## src/rtl/input_module.sv

```systemverilog
// Router ingress stage for one link.
// Buffers incoming 32-bit packets in a small FIFO, loads the oldest packet
// into a head register together with its XY route, and offers it to the
// crossbar as a one-hot valid/ready request. A forwarded-packet counter
// saturates at all-ones.
module input_module #(
    parameter int BUF_DEPTH = 4,
    parameter int X_COORD   = 0,
    parameter int Y_COORD   = 0,
    parameter int CNT_WIDTH = 16
) (
    input  logic                         clk,
    input  logic                         rst_n,
    input  logic [31:0]                  in_packet,
    input  logic                         in_valid,
    output logic                         in_ready,
    output logic [31:0]                  out_data,
    output logic [4:0]                   out_valid,
    input  logic [4:0]                   out_ready,
    output logic [CNT_WIDTH-1:0]         fwd_count,
    output logic [$clog2(BUF_DEPTH):0]   buf_count
);

    localparam int PTR_W = $clog2(BUF_DEPTH);
    localparam int CNT_W = PTR_W + 1;
    localparam logic [CNT_W-1:0] FULL_CNT = CNT_W'(BUF_DEPTH);
    localparam logic [3:0] X_C = X_COORD[3:0];
    localparam logic [3:0] Y_C = Y_COORD[3:0];

    // One-hot direction encoding: bit 0 N, 1 S, 2 E, 3 W, 4 Local.
    localparam logic [4:0] DIR_N = 5'b00001;
    localparam logic [4:0] DIR_S = 5'b00010;
    localparam logic [4:0] DIR_E = 5'b00100;
    localparam logic [4:0] DIR_W = 5'b01000;
    localparam logic [4:0] DIR_L = 5'b10000;

    typedef enum logic {
        HEAD_EMPTY = 1'b0,
        HEAD_VALID = 1'b1
    } head_state_t;

    // XY routing: resolve X first, then Y, otherwise deliver locally.
    function automatic logic [4:0] calc_route(input logic [7:0] dest);
        logic [3:0] dx;
        logic [3:0] dy;
        logic [4:0] dir;
        dx = dest[7:4];
        dy = dest[3:0];
        if (dx > X_C) begin
            dir = DIR_E;
        end else if (dx < X_C) begin
            dir = DIR_W;
        end else if (dy > Y_C) begin
            dir = DIR_N;
        end else if (dy < Y_C) begin
            dir = DIR_S;
        end else begin
            dir = DIR_L;
        end
        return dir;
    endfunction

    logic [31:0]          mem_r [BUF_DEPTH];
    logic [PTR_W-1:0]     wr_ptr_r;
    logic [PTR_W-1:0]     rd_ptr_r;
    logic [CNT_W-1:0]     count_r;
    head_state_t          state_r;
    head_state_t          state_s;
    logic [31:0]          head_r;
    logic [4:0]           route_r;
    logic [CNT_WIDTH-1:0] fwd_r;

    logic                 fifo_empty_s;
    logic                 fifo_full_s;
    logic                 push_s;
    logic                 pop_s;
    logic                 xfer_s;
    logic [31:0]          rd_data_s;

    assign fifo_empty_s = (count_r == {CNT_W{1'b0}});
    assign fifo_full_s  = (count_r == FULL_CNT);
    // Strict ingress: a pop in the same cycle never frees a slot for the write.
    assign push_s       = in_valid && !fifo_full_s;
    assign xfer_s       = (state_r == HEAD_VALID) && (|(route_r & out_ready));
    assign rd_data_s    = mem_r[rd_ptr_r];

    assign in_ready  = !fifo_full_s;
    assign out_data  = head_r;
    assign out_valid = route_r;
    assign fwd_count = fwd_r;
    assign buf_count = count_r;

    // FIFO storage write; contents need no reset since the count gates reads.
    always_ff @(posedge clk) begin
        if (push_s) begin
            mem_r[wr_ptr_r] <= in_packet;
        end
    end

    // FIFO pointers and occupancy count.
    always_ff @(posedge clk or negedge rst_n) begin
        if (!rst_n) begin
            wr_ptr_r <= {PTR_W{1'b0}};
            rd_ptr_r <= {PTR_W{1'b0}};
            count_r  <= {CNT_W{1'b0}};
        end else begin
            if (push_s) begin
                wr_ptr_r <= wr_ptr_r + PTR_W'(1);
            end
            if (pop_s) begin
                rd_ptr_r <= rd_ptr_r + PTR_W'(1);
            end
            case ({push_s, pop_s})
                2'b10:   count_r <= count_r + CNT_W'(1);
                2'b01:   count_r <= count_r - CNT_W'(1);
                default: count_r <= count_r;
            endcase
        end
    end

    // Head-stage state register.
    always_ff @(posedge clk or negedge rst_n) begin
        if (!rst_n) begin
            state_r <= HEAD_EMPTY;
        end else begin
            state_r <= state_s;
        end
    end

    // Head-stage next state and FIFO pop decision.
    always_comb begin
        state_s = state_r;
        pop_s   = 1'b0;
        case (state_r)
            HEAD_EMPTY: begin
                if (!fifo_empty_s) begin
                    pop_s   = 1'b1;
                    state_s = HEAD_VALID;
                end else begin
                    state_s = HEAD_EMPTY;
                end
            end
            HEAD_VALID: begin
                if (xfer_s) begin
                    if (!fifo_empty_s) begin
                        pop_s   = 1'b1;
                        state_s = HEAD_VALID;
                    end else begin
                        state_s = HEAD_EMPTY;
                    end
                end else begin
                    state_s = HEAD_VALID;
                end
            end
            default: begin
                state_s = HEAD_EMPTY;
            end
        endcase
    end

    // Head packet and registered route; route is cleared when the head empties
    // so out_valid is zero exactly in HEAD_EMPTY and never changes while held.
    always_ff @(posedge clk or negedge rst_n) begin
        if (!rst_n) begin
            head_r  <= 32'h0000_0000;
            route_r <= 5'b00000;
        end else if (pop_s) begin
            head_r  <= rd_data_s;
            route_r <= calc_route(rd_data_s[31:24]);
        end else if (xfer_s) begin
            route_r <= 5'b00000;
        end else begin
            route_r <= route_r;
        end
    end

    // Saturating count of completed transfers.
    always_ff @(posedge clk or negedge rst_n) begin
        if (!rst_n) begin
            fwd_r <= {CNT_WIDTH{1'b0}};
        end else if (xfer_s && (fwd_r != {CNT_WIDTH{1'b1}})) begin
            fwd_r <= fwd_r + CNT_WIDTH'(1);
        end else begin
            fwd_r <= fwd_r;
        end
    end

endmodule

```

## config.mk

```make
export PLATFORM = sky130hd
export DESIGN_NAME = input_module
export DESIGN_NICKNAME = d
export VERILOG_FILES = /design/src/rtl/input_module.sv
export SDC_FILE = /design/constraint.sdc
export NUM_CORES = 1
export LEC_CHECK = 0
export BUFFER_PORTS_ARGS = -buffer_cell sky130_fd_sc_hd__buf_2
export CAP_MARGIN = 20
export CORE_MARGIN = 4
export CORE_UTILIZATION = 30
export CTS_CLUSTER_DIAMETER = 200
export DETAILED_ROUTE_END_ITERATION = 8
export PLACE_DENSITY = 0.51
export SLEW_MARGIN = 40
export SYNTH_ARGS = -nofsm -noshare
export SYNTH_HDL_FRONTEND = slang
export SYNTH_SLANG_ARGS = --single-unit
```

## constraint.sdc

```tcl
create_clock -name clk -period 3.55 [get_ports clk]
set_clock_uncertainty 0.15 [all_clocks]
set_input_delay 0.1775 -clock clk [delete_from_list [all_inputs] [get_ports clk]]
set_output_delay 0.1775 -clock clk [all_outputs]
set_load 0.02 [all_outputs]
```

==> key figures, run 1 <==
Outcome
  • Status: finished clean

Pwr
  • Internal power: 4.91 mW
  • NetSw: 2.53 mW
  • Switching part of the total power: 34.0%
  • PwrDens: 825 nW/um2
  • Overall Power: 7.44 mW
  • Leak: 3.59 nW
  • Comb pwr share: 30.2%
  • Flop pwr share: 44.0%
  • Part of the power in the clock network: 25.8%
  • Maximum VDD drop: 0.000319 V

Synth
  • Synth area leader: edfxtp_1
  • Post-synthesis sequential area ratio: 73.8%
  • Synth warn: 0
  • Synth top area share: 53.3%
  • Avg Inst Size Synth: 16.8 um2
  • Ranking of synthesized cells by area: edfxtp_1, dfrtp_1, mux4_2
  • Syn Inst Count: 428
  • Mapped Area: 7210 um2
  • Synth Register Bits: 187
  • Post-synth cell types: 38

Setup path
  • Critical path fanouts, max: 17
  • CP required: 3.75 ns
  • CP Class: reg2reg
  • CP peak stage delay: 0.75 ns
  • Slowest cell on crit path: dfrtp_2
  • Crit start category: flop
  • Worst path cell trace: mux4_2 -> or4_4 -> nand2b_1 -> o21ai_2
  • Critical path capture point type: flop
  • Crit path arrival time: 2.59 ns

Timing
  • Final hold viol count: 0
  • Final WS setup: 1.15 ns
  • Worst rel slew slack: 59.1%
  • RSZ-0062 raised after global routing: no
  • Fin. max-slew vios: 0
  • Least-Margin Pin Slew: 0.613 ns
  • Period utilisation layout: 67.5%
  • Fmax: 417 MHz
  • Final min period: 2.40 ns
  • Final TNS setup: 0 ns
  • # setup viols final: 0

Placement
  • RePlAce Congestion: 0.802
  • Pre-CTS setup slack: 1.11 ns
  • Buffers on Ports: 92
  • Placed cell count: 828
  • Dpl hpwl: 9.07 mm

Drt
  • DR vias/cell: 4.44
  • Routed Antenna Nets: 0
  • Post-Route WL: 14.9 mm
  • Initial DRC count: 231
  • First-pass DRT Iterations: 4
  • Average wire per cell in the routed design: 16.7 um
  • DRC Markers: 0
  • DR vias: 3975

Final layout
  • NumNets Final: 610
  • Syn-to-layout area delta: 25.1%
  • Most common cell after layout, fill and taps aside: edfxtp_1
  • Final instance count without filler cells: 896
  • Layout cells sized above 1: 29.9%
  • Most frequent cells in the layout: edfxtp_1, nand2_1, buf_2

Die
  • Core area: 23500 um2
  • Die width: 163 um
  • Die ar.: 26600 um2
  • Core Rows: 56
  • Initial Util: 30.6%
  • Top-level I/O count: 97
  • Chip height: 163 um

Clock network
  • Root Driver: clkbuf_16
  • Hold-fix buffers, CTS: 35
  • Post-CTS setup buffer count: 0
  • Worst-skew pair later-pin latency: 0.42 ns
  • TritonCTS clock tree: yes
  • Clock transition at path regs: 0.07 ns
  • Sink Count: 187
  • Worst-case clock buffer depth: 2
  • CTS resizes: 0
  • CTS Buf Count: 17
  • H-Tree Depth: 4

Run
  • # Max-Cap Violations: 0

Worst hold path
  • HP Class: in2reg

GRT
  • First-pass GRT wire length: 24.0 mm
  • GRT overflow: 0
  • Largest net degree at the start of global routing: 60
  • Vias in the first global route: 4357
  • Gr usage total: 11.9%
  • Initial antenna violation count: 1
power by group through the flow:
stage / sequential, mW / clock, mW / combinational, mW
CTS: 3.29 / 1.99 / 2.32
detailed placement: 3.33 / 0 / 2.28
global route: 3.35 / 2.08 / 2.50
floorplan: 3.47 / 0 / 1.34
global placement: 3.31 / 0 / 2.23
finish: 3.27 / 1.92 / 2.25
synth_stat cells (all sizes together):
cell      n
ha        6
o31ai     1
mux2i     1
nor4b     3
mux2      3
nand2b    2
or4       1
xor2     15
nor2      5
clkbuf    7
and2      1
edfxtp  128
mux4     32
inv       7
a222oi    1
buf      10
nand2   104
xnor2     5
and3      4
nand4     3
nor3b     1
a21o      1
nand4b    1
fa        1
nor4bb    3
nor4      4
nand3     8
dfrtp    59
conb      1
and4      1
o21ai     1
nor3      7
clkinv    1
routing by layer:
metal | vias up | routed length [um] | global-route usage (%)
li1 | 1860 | - | -
met1 | 2006 | 6630 | 15.1
met2 | 99 | 7410 | 19.8
met3 | 10 | 762 | 3.32
met4 | 0 | 129 | 3.51
met5 | - | 0 | 0
sequential cells by signal, summed over array words and instances, names as in the netlist:
register and flops:
state_r 1, mem_r 128, out_valid 3, buf_count 3
rd_ptr_r 2, fwd_count 16, out_data 32, wr_ptr_r 2
path summary, 6_finish.rpt:
| check | start | end | slack, ns | cells past startpoint |
|---|---|---|---|---|
| worst max-delay path | rd_ptr_r[0] | out_valid[4] | 1.15 | 4 |
| worst min-delay path | in_valid | wr_ptr_r[0] | 0.06 | 3 |
| worst max register to register | rd_ptr_r[0] | out_valid[4] | 1.15 | 4 |
| worst min register to register | out_data[28] | out_data[28] | 0.32 | 2 |
| max in group asynchronous | rst_n | rd_ptr_r[1] | 2.56 | 3 |
| min in group asynchronous | rst_n | fwd_count[9] | 0.24 | 3 |
worst max-delay path: cells and delay by family, from the launching register on:
family	cells	cell delay (ns)
DFF	1	0.75
AOI/OAI and AO/OA	1	0.11
muxes	1	0.59
and+or+nand+nor	2	0.72
per-stage QoR:
step	hold WS, ns	utilization (%)	instance area (um2)
after global placement	0.237	34.1	8030
after detailed placement	0.169	34.2	8050
after global routing	0.0538	38.3	9010
after floorplan	-0.268	-	7210
final	0.0643	38.3	9010
after CTS	0.0294	38.3	9010
cell type report:
type | count | area (um2)
Fill cell | 2243 | 14500
Clock buffer | 17 | 425
Sequential cell | 187 | 5320
Timing Repair Buffer | 132 | 852
Tap cell | 319 | 399
Antenna cell | 1 | 2.50
Multi-Input combinational cell | 217 | 1800
Clock inverter | 15 | 184
Inverter | 8 | 30.0
kinds of logic (layout without fill, tap and decap cells):
kind of cell	after synthesis	count (layout)	share of synthesized area, %
flops	187	187	73.8
fa+ha+maj	7	7	1.32
other cells	1	3	0.0520
simple gates	148	148	9.64
mux	36	36	10.7
buf+inv	25	172	1.60
xor+xnor	20	20	2.43
compound gates	4	4	0.469
(Power assumes the default switching activity.)
==> run 2, diff against run 1 <==
PLACE_DENSITY = 0.53   (was 0.51)
clock period = 2.2 ns   (was 3.55 ns; I/O delays follow)
==> run 2 against run 1 <==
  * Critical path type unchanged
  * Critical path depth rose by 6
  * Clock power rose by 57%
  * Cell area rose by 1.5%
  * Largest power group unchanged
  * Flip-flop and latch count did not move
  * Maximum frequency rose by 11%
  * Global-route usage rose by 0.32 points
  * Core utilization rose by 0.56 points
  * Critical endpoint is now buf_count[2]
  * Register-to-register slack got worse by 1.1 ns
  * Combinational power rose by 73%
  * Cell count rose by 1.6%
==> key figures, run 2 (synthesis results as in run 1) <==
Clock network
  • TritonCTS clock tree: yes
  • Worst-skew pair later-pin latency: 0.43 ns
  • Worst-case clock buffer depth: 2
  • H-Tree Depth: 4
  • CTS Buf Count: 17
  • Clock transition at path regs: 0.07 ns
  • Sink Count: 187
  • Root Driver: clkbuf_16

Run
  • # Max-Cap Violations: 0

Die
  • Die ar.: 26600 um2
  • Core area: 23500 um2
  • Top-level I/O count: 97
  • Die width: 163 um
  • Initial Util: 30.6%
  • Core Rows: 56
  • Chip height: 163 um

Pwr
  • Internal power: 7.98 mW
  • Switching part of the total power: 34.2%
  • Comb pwr share: 32.2%
  • PwrDens: 1330 nW/um2
  • Maximum VDD drop: 0.000722 V
  • Part of the power in the clock network: 24.9%
  • Leak: 3.67 nW
  • Flop pwr share: 43.0%
  • Overall Power: 12.1 mW
  • NetSw: 4.15 mW

GRT
  • Largest net degree at the start of global routing: 60
  • First-pass GRT wire length: 24.4 mm
  • Gr usage total: 12.2%
  • Vias in the first global route: 4539
  • Initial antenna violation count: 0
  • GRT overflow: 0

Timing
  • Fmax: 465 MHz
  • Final WS setup: 0.0502 ns
  • Period utilisation layout: 97.7%
  • # setup viols final: 0
  • RSZ-0062 raised after global routing: yes
  • Least-Margin Pin Slew: 0.548 ns
  • Hold slack: 0.0173 ns
  • Worst rel slew slack: 63.5%
  • Final min period: 2.15 ns
  • Fin. max-slew vios: 0
  • Final TNS setup: 0 ns
  • Final hold viol count: 0

Setup path
  • Crit path arrival time: 2.31 ns
  • CP required: 2.36 ns
  • Critical path capture point type: flop
  • Critical path fanouts, max: 3
  • CP Class: reg2reg
  • R2r setup slk: 0.05 ns
  • Crit start category: flop

Final layout
  • Post-route cell area: 9140 um2
  • NumNets Final: 625
  • Top reg by flops: mem_r
  • Antenna fix cells: 0
  • Syn-to-layout area delta: 26.9%
  • Most common cell after layout, fill and taps aside: edfxtp_1
  • Final instance count without filler cells: 910
  • Number of flip-flops under the largest register name: 128
  • Most frequent cells in the layout: edfxtp_1, nand2_1, buf_2
  • Layout cells sized above 1: 33.0%
  • Fillers: 2268
  • Final Core Density: 38.8%

Drt
  • DR vias/cell: 4.44
  • Post-Route WL: 15.2 mm
  • Routed Antenna Nets: 0
  • DRC Markers: 0
  • Average wire per cell in the routed design: 16.7 um
  • DR vias: 4044
  • First-pass DRT Iterations: 4
  • Initial DRC count: 225

Placement
  • Dpl hpwl: 9.31 mm
  • Buffers on Ports: 92
  • Post-Place Cell Area: 8180 um2
  • Pre-CTS setup slack: -0.00883 ns
  • Placed cell count: 841
  • RePlAce Congestion: 0.839

Worst hold path
  • HP Class: in2reg

Outcome
  • Status: finished clean
==> run 2: final timing paths <==
path	startpoint	end	cells past startpoint
worst max-delay path	out_valid[0]	buf_count[2]	10
worst min-delay path	in_valid	wr_ptr_r[0]	4
worst max register to register	out_valid[0]	buf_count[2]	10
worst min register to register	out_data[0]	out_data[0]	2
max in group asynchronous	rst_n	rd_ptr_r[0]	3
min in group asynchronous	rst_n	out_data[27]	3
==> run 2: per-layer routing <==
layer | wire, um | vias up | GRT usage [%]
li1 | - | 1875 | -
met1 | 6650 | 2051 | 15.2
met2 | 7650 | 110 | 20.5
met3 | 779 | 8 | 3.80
met4 | 113 | 0 | 3.58
met5 | 0 | - | 0
==> run 2: worst max-delay path, stage by stage (launching register included) <==
cell and delay [ns]:
dfrtp_2 0.42, a222oi_1 0.38, buf_4 0.19, a21o_4 0.12, inv_4 0.04, ha_4 0.16
inv_4 0.05, fa_2 0.19, xor2_1 0.15, nor2_1 0.07, xor2_1 0.14
==> run 2: what timing repair did <==
item / 4_1_cts / 5_1_grt
hold buffers: 35 / 0
endpoints found under the hold margin: 188 / 0
resized for setup: 1 / 2
endpoints found under the setup margin: 1 / 3
pin swaps: 0 / 6
setup buffers: 0 / 2
==> run 2: cell type report <==
cell class | instances | area [um2] | area share [%]
clock buffer | 18 | 429 | 4.69
sequential | 187 | 5330 | 58.2
tap | 319 | 399 | 4.37
multi-input combinational | 217 | 1810 | 19.8
clock inverter | 14 | 155 | 1.70
inverter | 8 | 35.0 | 0.383
timing repair buffer | 147 | 986 | 10.8
==> run 2: power groups by stage <==
| stage | Combinational (mW) | Sequential, mW | Clock [mW] |
|---|---|---|---|
| final | 3.90 | 5.21 | 3.01 |
| after global routing | 4.34 | 5.33 | 3.25 |
| after CTS | 4.01 | 5.23 | 3.09 |
| after detailed placement | 3.92 | 5.30 | 0 |
| after global placement | 3.85 | 5.25 | 0 |
| after floorplan | 2.21 | 5.61 | 0 |
